[config.mk]
export PLATFORM = sky130hd
export DESIGN_NAME = demux3_stream
export DESIGN_NICKNAME = d
export VERILOG_FILES = /design/src/rtl/demux3_stream.sv
export SDC_FILE = /design/constraint.sdc
export NUM_CORES = 1
export LEC_CHECK = 0
export ABC_AREA = 0
export BUFFER_PORTS_ARGS = -buffer_cell sky130_fd_sc_hd__buf_2
export CORE_MARGIN = 3
export CORE_UTILIZATION = 30
export CTS_CLUSTER_DIAMETER = 120
export DETAILED_ROUTE_END_ITERATION = 6
export PLACE_DENSITY_LB_ADDON = 0.1
export SKIP_CTS_REPAIR_TIMING = 1
export SYNTH_ARGS = -nofsm -noshare
export SYNTH_HDL_FRONTEND = slang
export SYNTH_SLANG_ARGS = --single-unit
[constraint.sdc]
create_clock -name clk -period 3 [get_ports clk]
set_input_delay 0.3 -clock clk [delete_from_list [all_inputs] [get_ports clk]]
set_output_delay 0.3 -clock clk [all_outputs]
set_load 0.05 [all_outputs]
[src/rtl/demux3_stream.sv]
// ============================================================================
// Module   : demux3_stream
// Brief    : 1-to-3 valid/ready stream demultiplexer; each output has a single
//            registered buffer and an 8-bit delivery counter.
// Revision : 1.0
// ============================================================================
`default_nettype none

module demux3_stream #(
    parameter int WIDTH = 8
) (
    input  logic             clk,
    input  logic             reset,

    input  logic             in_valid,
    input  logic [WIDTH-1:0] in_data,
    input  logic [1:0]       sel,
    output logic             in_ready,

    output logic             out0_valid,
    output logic [WIDTH-1:0] out0_data,
    input  logic             out0_ready,

    output logic             out1_valid,
    output logic [WIDTH-1:0] out1_data,
    input  logic             out1_ready,

    output logic             out2_valid,
    output logic [WIDTH-1:0] out2_data,
    input  logic             out2_ready,

    output logic [7:0]       cnt0,
    output logic [7:0]       cnt1,
    output logic [7:0]       cnt2,

    output logic             busy
);

    localparam int c_NPORTS = 3;

    logic [c_NPORTS-1:0] r_valid;
    logic [WIDTH-1:0]    r_data [c_NPORTS];
    logic [7:0]          r_cnt  [c_NPORTS];

    logic [c_NPORTS-1:0] w_out_ready;
    logic [c_NPORTS-1:0] w_deliver;
    logic [c_NPORTS-1:0] w_load;
    logic [1:0]          w_idx;
    logic                w_in_ready;

    assign w_out_ready = {out2_ready, out1_ready, out0_ready};

    // Both 2'b10 and 2'b11 route to port 2.
    always_comb begin
        w_idx = 2'd2;
        if (sel == 2'b00) begin
            w_idx = 2'd0;
        end else if (sel == 2'b01) begin
            w_idx = 2'd1;
        end
    end

    assign w_deliver = r_valid & w_out_ready;

    // Only the selected buffer's state decides acceptance; a draining full
    // buffer can be refilled in the same cycle.
    assign w_in_ready = ~r_valid[w_idx] | w_out_ready[w_idx];

    generate
        for (genvar n = 0; n < c_NPORTS; n++) begin : g_port
            assign w_load[n] = in_valid & w_in_ready & (w_idx == 2'(n));

            always_ff @(posedge clk) begin
                if (reset) begin
                    r_valid[n] <= 1'b0;
                    r_data[n]  <= '0;
                    r_cnt[n]   <= 8'd0;
                end else begin
                    if (w_load[n]) begin
                        r_valid[n] <= 1'b1;
                        r_data[n]  <= in_data;
                    end else if (w_deliver[n]) begin
                        r_valid[n] <= 1'b0;
                    end
                    if (w_deliver[n]) begin
                        r_cnt[n] <= r_cnt[n] + 8'd1;
                    end
                end
            end
        end
    endgenerate

    assign in_ready   = w_in_ready;

    assign out0_valid = r_valid[0];
    assign out1_valid = r_valid[1];
    assign out2_valid = r_valid[2];

    assign out0_data  = r_data[0];
    assign out1_data  = r_data[1];
    assign out2_data  = r_data[2];

    assign cnt0       = r_cnt[0];
    assign cnt1       = r_cnt[1];
    assign cnt2       = r_cnt[2];

    assign busy       = |r_valid;

endmodule

`default_nettype wire

Yosys cells after proc, flatten, opt, wreduce, memory -nomap -nowiden
Memories as Yosys holds them, arrays and structs flattened.
Index checks and enable logic that the tools add are counted.
{ "word_totals": {"ff_bits": 3, "latchBits": 0, "ramBits": 48, "rom_bits": 0, "input_bits": 16, "out_inout_bits": 53, "wordCells": 69, "mem_count": 2} }
{ "op_classes": {"n_addsub": 3, "mul": 0, "n_div": 0, "n_lt_le_gt_ge": 1, "eq_ne": 3, "shift": 0, "muxes": 38, "bitwise": 13, "n_reduce_logical": 6} }
{ "mem_list": {"columns": ["name", "words", "width", "rd", "rd_clocked_by_memory_dff", "write_ports", "line_no", "text"], "rows": [
  ["r_cnt", 3, 8, 3, 0, 3, "43", "logic [7:0] r_cnt [c_NPORTS];"],
  ["r_data", 3, 8, 3, 0, 3, "42", "logic [WIDTH-1:0] r_data [c_NPORTS];"]
]} }
{ "op_table": {"columns": ["op", "count"], "rows": [
  ["$mux W8", 6],
  ["$mux W1", 28],
  ["$add A8 B1 Y8 const B", 3],
  ["$or A1 B1 Y1", 7],
  ["$reduce_bool A2 Y1", 3],
  ["$and A1 B1 Y1", 4],
  ["$bmux W1 S2", 2],
  ["$eq A2 B1 Y1 const B", 2],
  ["$logic_not A2 Y1", 2],
  ["$mux W2", 2],
  ["$and A3 B3 Y3", 1],
  ["$lt A2 B3 Y1 const B", 1],
  ["$reduce_or A3 Y1", 1],
  ["$eq A2 B2 Y1 const B", 1],
  ["$not A1 Y1", 1]
]} }

Logic depth before layout (Yosys ltp)
Gate-level depths: netlist of the first run.
{ "logic_depth": {"depth_word": 13, "mapped_depth": 4, "ltp_nobuf": 4} }

Worst setup path before layout of the first run
No wires, ideal clock.
{ "synth_timing": {"path_kind": "flip-flop to output port", "startpoint": "register r_valid[1] (netlist: out1_valid)", "endpoint": "output in_ready", "arrival_time_ns": 1.808, "required_time_ns": 2.700, "path_slack_ns": 0.892, "stages_incl_launch_ff": 4, "cell_sequence": "dfxtp_1 -> nand2b_1 -> mux2i_1 -> o21ai_0"} }
{ "synth_between": {"elab_chain_len": 4} }
{ "synth_rtl": {"columns": ["item", "line_no", "text"], "rows": [
  ["start: declaration", "41", "logic [c_NPORTS-1:0] r_valid;"],
  ["start signal: indexed assignment", "75", "r_valid[n] <= 1'b0;"],
  ["start signal: indexed assignment", "80", "r_valid[n] <= 1'b1;"],
  ["start signal: indexed assignment", "83", "r_valid[n] <= 1'b0;"],
  ["$bmux W1 S2", "67", "assign w_in_ready = ~r_valid[w_idx] | w_out_ready[w_idx];"],
  ["$mux W1 (not written as such)", "67", null],
  ["$not A1 Y1", "67", null],
  ["$or A1 B1 Y1", "67", null],
  ["end: declaration", "18", "output logic in_ready,"]
]} }
Every way passes these cells. The select of a mux whose other input is x is not followed.

Worst setup path in the final report of the first run
Ends and elaborated chain as after synthesis.

==> impl_results.md, run 1 <==
* Core Area at 0.007370 mm^2
* Clock power frac at 27.5%
* Sw Ratio at 30.51%
* Area delta synth->final at 23.12%
* RSZ-0062 raised after global routing: false
* Fraction of layout cells with a size suffix above 1 at 32.43%
* Outcome: finished, final reports clean
* Port bufs at 68
* DP Wirelength at 3919 um
* Row count at 31
* Required @ worst endpoint at 2.70 ns
* Largest family of logic cells by synthesized area: simple AND/OR/NAND/NOR gates
* P_int at 1034 uW
* Slew HR at 47.96%
* Max Root-Sink Buffers at 2
* Final ANT Viol Nets at 0
* Synth Instances at 188
* Residual DRC at 0
* Setup violations, final at 0
* DR iter-0 viols at 106
* Initial Util at 31.43%
* Cell Area, Synth at 0.002316 mm^2
* Vias at 1651
* Pwr Total at 1489 uW
* Worst Path Max Fanout at 5
* Area leader, netlist: edfxtp_1
* Least-Margin Pin Slew at 0.7790 ns
* Chip width at 93.86 um
* Post-synthesis simple-gate area fraction at 22.58%
* TritonCTS buffer count at 5
* Register share of total power at 56.4%
* Final setup TNS at 0 ns
* Total nets after synthesis at 207
* Max Cap Viol at 0
* Cell leakage power at 0.001139 uW
* First-pass GRT wire length at 8238 um
* Top cell type's share of synthesized area at 62.24%
* PD cells at 522.1 mW/mm^2
* Vias in the first global route at 1553
* FMAX at 639.5 MHz
* Vias/cell at 4.612
* Crit share post-route at 52.13%
* Routed wire length at 5200 um
* Max IR drop VDD at 0.0001972 V
* Final Hold Fails at 0
* Pin count of the biggest net entering global routing at 19
* Final count of pins violating max slew at 0
* FF+latch count, synth at 51
* All-Layer GR Usage at 12.30%
* Crit path launch type: flop
* Die H at 93.86 um
* Grt total ovfl at 0
* Worst skew pair latency at 0.31 ns
* Synthesized area per cell at 12.32 um^2
* Compound-Gate Fraction of Synth Area at 5.781%
* Multiplexer share of the synthesized area at 0.4322%
* Total die area at 0.008810 mm^2
* IO Pins at 69
* Clock transition at path regs at 0.10 ns
* Worst Path Arrival at 1.26 ns
* Switch Pwr at 454.2 uW
* Fillers at 731
* Critical setup path kind: reg -> out
* Area share of fa/ha/maj cells after synthesis at 1.621%
* Xor-xnor portion of the synthesized cell area at 3.404%
* # diodes at 0
* Clk sinks at 51
* Synth Warn # at 0
* Power share of the combinational group at 16.1%
* Top post-synthesis cells by area: edfxtp_1, and2_1, or3_1
* Crit path capture type: output port
* Nets at 277
* Min Clock Period, post-route at 1.564 ns
* Post-synthesis sequential area ratio at 64.83%
* CTS tree: done
* CTS H-tree depth at 2
* WL per Instance at 14.53 um
* Routability Congestion at 0.7523
* Initial antenna violation count at 0
* Clock Skew at 0.007201 ns
* HP Class: in -> reg
* Clk root buf: clkbuf_8
* First drt pass iteration count at 4
* Cell variety after synth at 27
area by class of cell:
class / instances / area (um^2) / area share, %
Sequential cell: 51 / 1501 / 52.65
Multi-Input combinational cell: 129 / 783.3 / 27.47
Timing Repair Buffer: 68 / 340.3 / 11.94
Tap cell: 99 / 123.9 / 4.344
Clock buffer: 5 / 68.82 / 2.413
Clock inverter: 3 / 22.52 / 0.7898
Inverter: 3 / 11.26 / 0.3949
power groups by stage:
stage / combinational [uW] / clock, uW / sequential (uW)
6_report: 239 / 410 / 840
2_1_floorplan: 56.0 / 0 / 973
4_1_cts: 242 / 427 / 840
5_1_grt: 254 / 460 / 846
3_3_place_gp: 242 / 0 / 856
3_5_place_dp: 242 / 0 / 855
critical path, stage by stage (launching register included):
cell and delay (ns):
dfxtp_1 0.36, nand2b_1 0.11, mux2i_1 0.08, o21ai_0 0.13, buf_2 0.29
logic make-up (layout without fill, tap and decap cells):
family | Yosys count | count (layout)
AOI/OAI and AO/OA | 25 | 25
xor gates and xnor gates | 9 | 9
adders and majority gates | 3 | 3
buffers and inverters | 8 | 79
DFF | 51 | 51
muxes | 1 | 1
and+or+nand+nor | 91 | 91
placed cells by master (no fill, tap or decap):
| cell | instances |
|---|---|
| and2_1 | 27 |
| nor3_4 | 1 |
| nor2b_1 | 2 |
| dfxtp_1 | 3 |
| or2_2 | 3 |
| o21ai_0 | 10 |
| mux2i_1 | 1 |
| nand2_1 | 8 |
| buf_2 | 68 |
| o21bai_1 | 2 |
| edfxtp_1 | 48 |
| clkinv_2 | 1 |
| or3_1 | 10 |
| nand2b_1 | 6 |
| nor3_2 | 1 |
| xor2_1 | 6 |
| nand3b_1 | 1 |
| inv_1 | 3 |
| inv_6 | 2 |
| nor3b_2 | 1 |
| or3b_4 | 1 |
| nor2_1 | 15 |
| xnor2_1 | 3 |
| ha_1 | 3 |
| a21oi_1 | 12 |
| clkbuf_8 | 5 |
| a31o_2 | 1 |
| nand4_1 | 3 |
| nand3_1 | 12 |
sequential cells by signal (all words and copies together), names as in the netlist:
name and cells:
out0_valid 1, out1_valid 1, out2_valid 1, r_cnt 24, r_data 24
metrics by stage:
stage | hold WS (ns) | area [um^2] | instances | utilization, % | setup slack (ns)
floorplan | 0.4845 | 2316 | 188 | - | 0.8917
finish | 0.2964 | 2851 | 358 | 38.69 | 1.436
global placement | 0.5642 | 2760 | 350 | 37.45 | 1.135
global route | 0.2894 | 2851 | 358 | 38.69 | 1.307
CTS | 0.2935 | 2851 | 358 | 38.69 | 1.432
detailed placement | 0.5515 | 2760 | 350 | 37.45 | 1.162
metal layers:
layer | GRT usage (%) | vias to the layer above | share of wire (%)
met1 | 17.20 | 780 | 48
met2 | 18.33 | 54 | 44
met3 | 3.766 | 5 | 7.0
met5 | 0 | - | 0
li1 | - | 812 | -
met4 | 3.610 | 0 | 1.0
Yosys cell counts:
cell,number
or2_2,3
nand3b_1,1
ha_1,3
buf_2,1
nand4_1,3
o21bai_1,2
or3b_4,1
nor2_1,15
xnor2_1,3
xor2_1,6
nor2b_1,2
nor3b_2,1
inv_1,3
nor3_4,1
edfxtp_1,48
nand3_1,12
and2_1,27
dfxtp_1,3
or3_1,10
mux2i_1,1
o21ai_0,10
a31o_2,1
nor3_2,1
clkbuf_1,4
nand2b_1,6
nand2_1,8
a21oi_1,12
path summary, 6_finish.rpt:
kind	start	endpoint	slack, ns	cells after the start
setup / recovery	out1_valid$_SDFFE_PP0P_	in_ready	1.44	4
hold / removal	in_data[0]	r_data[1][0]$_SDFFCE_PN0P_	0.30	2
hold reg to reg	out0_valid$_SDFFE_PP0P_	out0_valid$_SDFFE_PP0P_	0.56	2
setup reg to reg	out1_valid$_SDFFE_PP0P_	r_data[1][4]$_SDFFCE_PN0P_	1.49	2
No activity file was read; power rests on OpenSTA's default activity.
==> run 2, diff against run 1 <==
==> constraint.sdc (replaced) <==
create_clock -name clk -period 1.5 [get_ports clk]
set_input_delay 0.15 -clock clk [delete_from_list [all_inputs] [get_ports clk]]
set_output_delay 0.15 -clock clk [all_outputs]
set_load 0.05 [all_outputs]
==> impl_results.md, run 2 (same netlist as run 1, synthesis figures left out) <==
* Worst Path Arrival at 1.25 ns (about the same)
* DR iter-0 viols at 101 (-4.7%)
* Register area at 0.001504 mm^2 (+0.17%)
* CTS H-tree depth at 2 (unchanged)
* Vias at 1682 (+1.9%)
* Max IR drop VDD at 0.0004746 V (+140%)
* Most frequent cells in the layout: buf_2, edfxtp_1, and2_1
* Port bufs at 68 (unchanged)
* Nets at 282 (+1.8%)
* All-Layer GR Usage at 12.49% (+0.19 points)
* Fillers at 741 (+1.4%)
* Placed insts at 355 (+1.4%)
* Min Clock Period, post-route at 1.405 ns
* RSZ-0062 raised after global routing: false
* Area delta synth->final at 28.26%
* Crit path capture type: output port
* Chip width at 93.86 um (unchanged)
* Register share of total power at 53.8% (-2.6 points)
* Worst Path Max Fanout at 5 (unchanged)
* PD cells at 1052 mW/mm^2 (+100%)
* Crit Reg-Reg Startpoint: r_cnt[0][1]$_SDFFCE_PN0P_
* Vias in the first global route at 1624 (+4.6%)
* Pre-CTS WS at 0.1949 ns (-0.9672 ns)
* Commonest non-fill, non-tap cell in the layout: buf_2
* First drt pass iteration count at 4 (unchanged)
* Routed wire length at 5238 um (+0.73%)
* Grt total ovfl at 0 (unchanged)
* Routability Congestion at 0.7130 (-5.2%)
* Initial Util at 31.43% (unchanged)
* Fin cells at 363 (+1.4%)
* Crit path capture: in_ready
* CTS tree: done
* Critical setup path kind: reg -> out
* Residual DRC at 0 (unchanged)
* HP Class: in -> reg
* Area used by multi-input combinational logic at 843.3 um^2 (+7.7%)
* Crit share post-route at 93.66%
* Final Hold Fails at 0 (unchanged)
* P_int at 2235 uW (+120%)
* Largest registers: r_cnt x24, r_data x24
* Final count of pins violating max slew at 0 (unchanged)
* R2R cell count at 4 (+2)
* Power share of the combinational group at 15.9% (-0.2 points)
* First-pass GRT wire length at 8342 um (+1.3%)
* Crit path launch type: flop
* Clock power frac at 30.3% (+2.8 points)
* Sw Ratio at 28.49% (-2.0 points)
* Vias/cell at 4.634 (+0.47%)
* # diodes at 0 (unchanged)
* Worst skew pair latency at 0.30 ns (about the same)
* Max Cap Viol at 0 (unchanged)
* Cell leakage power at 0.001176 uW (+3.3%)
* Setup violations, final at 0 (unchanged)
* IO Pins at 69 (unchanged)
* Final ANT Viol Nets at 0 (unchanged)
* TritonCTS buffer count at 5 (unchanged)
* Total die area at 0.008810 mm^2 (unchanged)
* Clock Skew at 0.004437 ns (-0.002763 ns)
* Pin count of the biggest net entering global routing at 19 (unchanged)
* Die H at 93.86 um (unchanged)
* PnR worst setup slack at 0.09515 ns (-1.341 ns)
* Crit path from: out1_valid$_SDFFE_PP0P_
* Fraction of layout cells with a size suffix above 1 at 38.26% (+5.8 points)
* Clk sinks at 51 (unchanged)
* Outcome: finished, final reports clean
* Slew HR at 71.10% (+23 points)
* WL per Instance at 14.43 um (-0.66%)
* Final setup TNS at 0 ns (unchanged)
* Initial antenna violation count at 0 (unchanged)
* Reg-to-reg endpoint: r_cnt[0][6]$_SDFFCE_PN0P_
* Post-layout util at 40.31% (+1.6 points)
* Required @ worst endpoint at 1.35 ns (-1.35 ns)
* DP Wirelength at 3935 um (+0.42%)
* Internal reg-to-reg setup slack at 0.19 ns (-1.30 ns)
* Row count at 31 (unchanged)
* FMAX at 711.8 MHz
* Clk root buf: clkbuf_8
* Least-Margin Pin Slew at 0.4312 ns (-0.3478 ns)
* Clock transition at path regs at 0.09 ns (about the same)
* Core Area at 0.007370 mm^2 (unchanged)
* Max Root-Sink Buffers at 2 (unchanged)
* Switch Pwr at 890.6 uW (+96%)
run 2: cell count changes in the layout (fill, tap and decap cells not counted), sizes merged:
cell / previous run / this run
inv: 5 / 3
clkinv: 1 / 2
buf: 68 / 73
bufinv: 0 / 1
run 2: worst min-delay path by stage:
stage,to,depth (start not counted),slack [ns],start
2_1_floorplan,out2_valid$_SDFFE_PP0P_,2,0.33,sel[1]
3_3_place_gp,r_data[2][3]$_SDFFCE_PN0P_,2,0.47,in_data[3]
3_5_place_dp,r_data[1][5]$_SDFFCE_PN0P_,2,0.48,in_data[5]
4_1_cts,r_data[2][2]$_SDFFCE_PN0P_,2,0.14,in_data[2]
5_1_grt,r_data[1][5]$_SDFFCE_PN0P_,2,0.15,in_data[5]
6_report,r_data[2][2]$_SDFFCE_PN0P_,2,0.16,in_data[2]
run 2: final cells by class:
type,count,share of cell area [%]
timing repair buffer,73,12.81
clock inverter,3,1.306
clock buffer,5,2.317
inverter,3,0.3791
sequential,51,50.63
tap,99,4.170
multi-input combinational,129,28.39
run 2: worst max-delay path: stages (launching register included):
cell      delay [ns]
dfxtp_2         0.35
nand2b_1        0.10
mux2i_1         0.08
o21ai_1         0.18
buf_4           0.23
run 2: power by group through the flow:
stage / clock network (uW) / registers, uW / logic [uW]
after floorplan: 0 / 1950 / 119
after global placement: 0 / 1710 / 503
after detailed placement: 0 / 1710 / 502
after CTS: 980 / 1680 / 504
after global routing: 1040 / 1690 / 529
final: 946 / 1680 / 498
run 2: per-layer routing:
metal / routed length (um) / vias to the layer above / global-route usage, % / part of all wire, %
li1: - / 823 / - / -
met1: 2489 / 802 / 16.95 / 48
met2: 2377 / 50 / 19.34 / 45
met3: 303 / 7 / 3.446 / 5.8
met4: 68 / 0 / 3.971 / 1.3
met5: 0 / - / 0 / 0
run 2: metrics by stage:
stage                     hold slack (ns)  total power [uW]  cell area [um^2]
after floorplan                    0.3345              2068              2376
after global placement             0.4710              2217              2858
after detailed placement           0.4785              2214              2858
after CTS                          0.1412              3165              2965
after global routing               0.1513              3260              2970
final                              0.1570              3125              2970
==> run 3, diff against run 2 <==
--- a/config.mk
+++ b/config.mk
@@ -11,7 +11,8 @@
 export CORE_UTILIZATION = 30
 export CTS_CLUSTER_DIAMETER = 120
 export DETAILED_ROUTE_END_ITERATION = 6
-export PLACE_DENSITY_LB_ADDON = 0.1
+export HOLD_SLACK_MARGIN = 0.02
+export PLACE_DENSITY = 0.52
 export SKIP_CTS_REPAIR_TIMING = 1
 export SYNTH_ARGS = -nofsm -noshare
 export SYNTH_HDL_FRONTEND = slang
==> impl_results.md, run 3 (same netlist as run 1, synthesis figures left out) <==
* FMAX at 708.0 MHz (-0.54%)
* WL per Instance at 14.04 um (-2.7%)
* Max Root-Sink Buffers at 2 (unchanged)
* Pin count of the biggest net entering global routing at 19 (unchanged)
* Vias in the first global route at 1594 (-1.8%)
* Crit path launch type: flop
* PnR worst setup slack at 0.08757 ns (-0.007579 ns)
* Clk sinks at 51 (unchanged)
* Max IR drop VDD at 0.0004522 V (-4.7%)
* Post-layout util at 39.63% (-0.68 points)
* DR iter-0 viols at 35 (-65%)
* PD cells at 1040 mW/mm^2 (-1.1%)
* Required @ worst endpoint at 1.35 ns (about the same)
* Pwr Total at 3038 uW (-2.8%)
* Min Clock Period, post-route at 1.412 ns (+0.007579 ns)
* Worst skew pair latency at 0.31 ns (about the same)
* Commonest non-fill, non-tap cell in the layout: buf_2
* Initial Util at 31.43% (unchanged)
* Clock Skew at 0.009075 ns (+0.004638 ns)
* Vias/cell at 4.595 (-0.83%)
* All-Layer GR Usage at 11.80% (-0.69 points)
* Fraction of layout cells with a size suffix above 1 at 37.07% (-1.2 points)
* Top layer used by detailed routing: met4
* Cell leakage power at 0.001142 uW (-2.9%)
* Routability Congestion at 0.7495 (+5.1%)
* Residual DRC at 0 (unchanged)
* Final Hold Fails at 0 (unchanged)
* CTS tree: done
* Max incr delay on CP at 0.36 ns (about the same)
* HP Class: in -> reg
* Largest registers: r_cnt x24, r_data x24
* Outcome: finished, final reports clean
* Crit path capture type: output port
* Fin Hold WS at 0.1281 ns (-0.02893 ns)
* Worst Path Max Fanout at 5 (unchanged)
* CTS H-tree depth at 2 (unchanged)
* Slew HR at 66.74% (-4.4 points)
* RSZ-0062 raised after global routing: false
* Core Area at 0.007370 mm^2 (unchanged)
* Routed wl met3 at 381 um (+26%)
* TritonCTS buffer count at 5 (unchanged)
* Least-Margin Pin Slew at 0.4968 ns (+0.06564 ns)
* Worst-path cell chain: nand2b_1 -> mux2i_1 -> o21ai_1 -> clkbuf_4
* Max Cap Viol at 0 (unchanged)
* Setup violations, final at 0 (unchanged)
* Most frequent cells in the layout: buf_2, edfxtp_1, and2_1
* Routed wire length at 5025 um (-4.1%)
* Die H at 93.86 um (unchanged)
* Total die area at 0.008810 mm^2 (unchanged)
* Final ANT Viol Nets at 0 (unchanged)
* IO Pins at 69 (unchanged)
* Chip width at 93.86 um (unchanged)
* First drt pass iteration count at 4 (unchanged)
* Row count at 31 (unchanged)
* Worst Path Arrival at 1.26 ns (about the same)
* DR WL met2 at 2122 um (-11%)
* Vias at 1645 (-2.2%)
* CP max-delay cell: dfxtp_2
* Clk root buf: clkbuf_8
* DP Wirelength at 3679 um (-6.5%)
* Final count of pins violating max slew at 0 (unchanged)
* Port bufs at 68 (unchanged)
* Pre-CTS WS at 0.04171 ns (-0.1532 ns)
* Nets at 277 (-1.8%)
* Area delta synth->final at 26.09%
* Grt total ovfl at 0 (unchanged)
* Initial antenna violation count at 0 (unchanged)
* # diodes at 0 (unchanged)
* Crit share post-route at 94.16% (+0.51 points)
* Hold path cells at 2 (unchanged)
* Post-Route M1 WL at 2457 um (-1.3%)
* R2R cell count at 3 (-1)
* First-pass GRT wire length at 7990 um (-4.2%)
* Clock transition at path regs at 0.11 ns (+0.02 ns)
* Critical setup path kind: reg -> out
## run 3: cell types whose count changed in the layout (fill, tap and decap cells not counted)
cell,before,now
buf_4,6,0
bufinv_16,1,0
clkbuf_4,0,1
clkinv_1,1,0
clkinv_2,1,0
clkinvlp_4,0,1
dfxtp_1,1,2
dfxtp_2,2,1
inv_6,0,1
inv_8,0,1
## run 3: critical path: cells and delay by family (launching register included)
family,cells,cell delay [ns]
buffers and inverters,1,0.24
and+or+nand+nor,1,0.13
muxes,1,0.09
DFF,1,0.36
AOI/OAI and AO/OA,1,0.12
## run 3: metal layers
layer	global-route usage, %	vias to the layer above
met4	3.610	0
met3	2.804	8
met2	16.79	69
li1	-	816
met1	17.61	752
met5	0	-
## run 3: final timing paths
check | slack [ns] | endpoint | startpoint
worst max-delay path | 0.09 | in_ready | out1_valid$_SDFFE_PP0P_
worst min-delay path | 0.13 | r_data[0][2]$_SDFFCE_PN0P_ | in_data[2]
worst max register to register | 0.17 | r_cnt[2][6]$_SDFFCE_PN0P_ | r_cnt[2][2]$_SDFFCE_PN0P_
worst min register to register | 0.58 | out0_valid$_SDFFE_PP0P_ | out0_valid$_SDFFE_PP0P_
## run 3: area by class of cell
type	count	area, um^2
clock buffer	5	68.82
clock inverter	3	27.53
fill	739	4449
inverter	3	11.26
multi-input combinational	129	843.3
sequential	51	1503
tap	99	123.9
timing repair buffer	68	342.8
## run 3: per-stage QoR
stage               area (um^2)  TNS [ns]  std cells
detailed placement         2820         0        350
CTS                        2917         0        358
global route               2920         0        358
floorplan                  2376   -0.2437        188
finish                     2920         0        358
global placement           2820         0        350
## run 3: where the power goes
group,switching [uW],internal (uW),leakage (uW)
logic,376,109,0.000564
registers,55.4,1630,0.000531
clock network,523,347,0.0000467
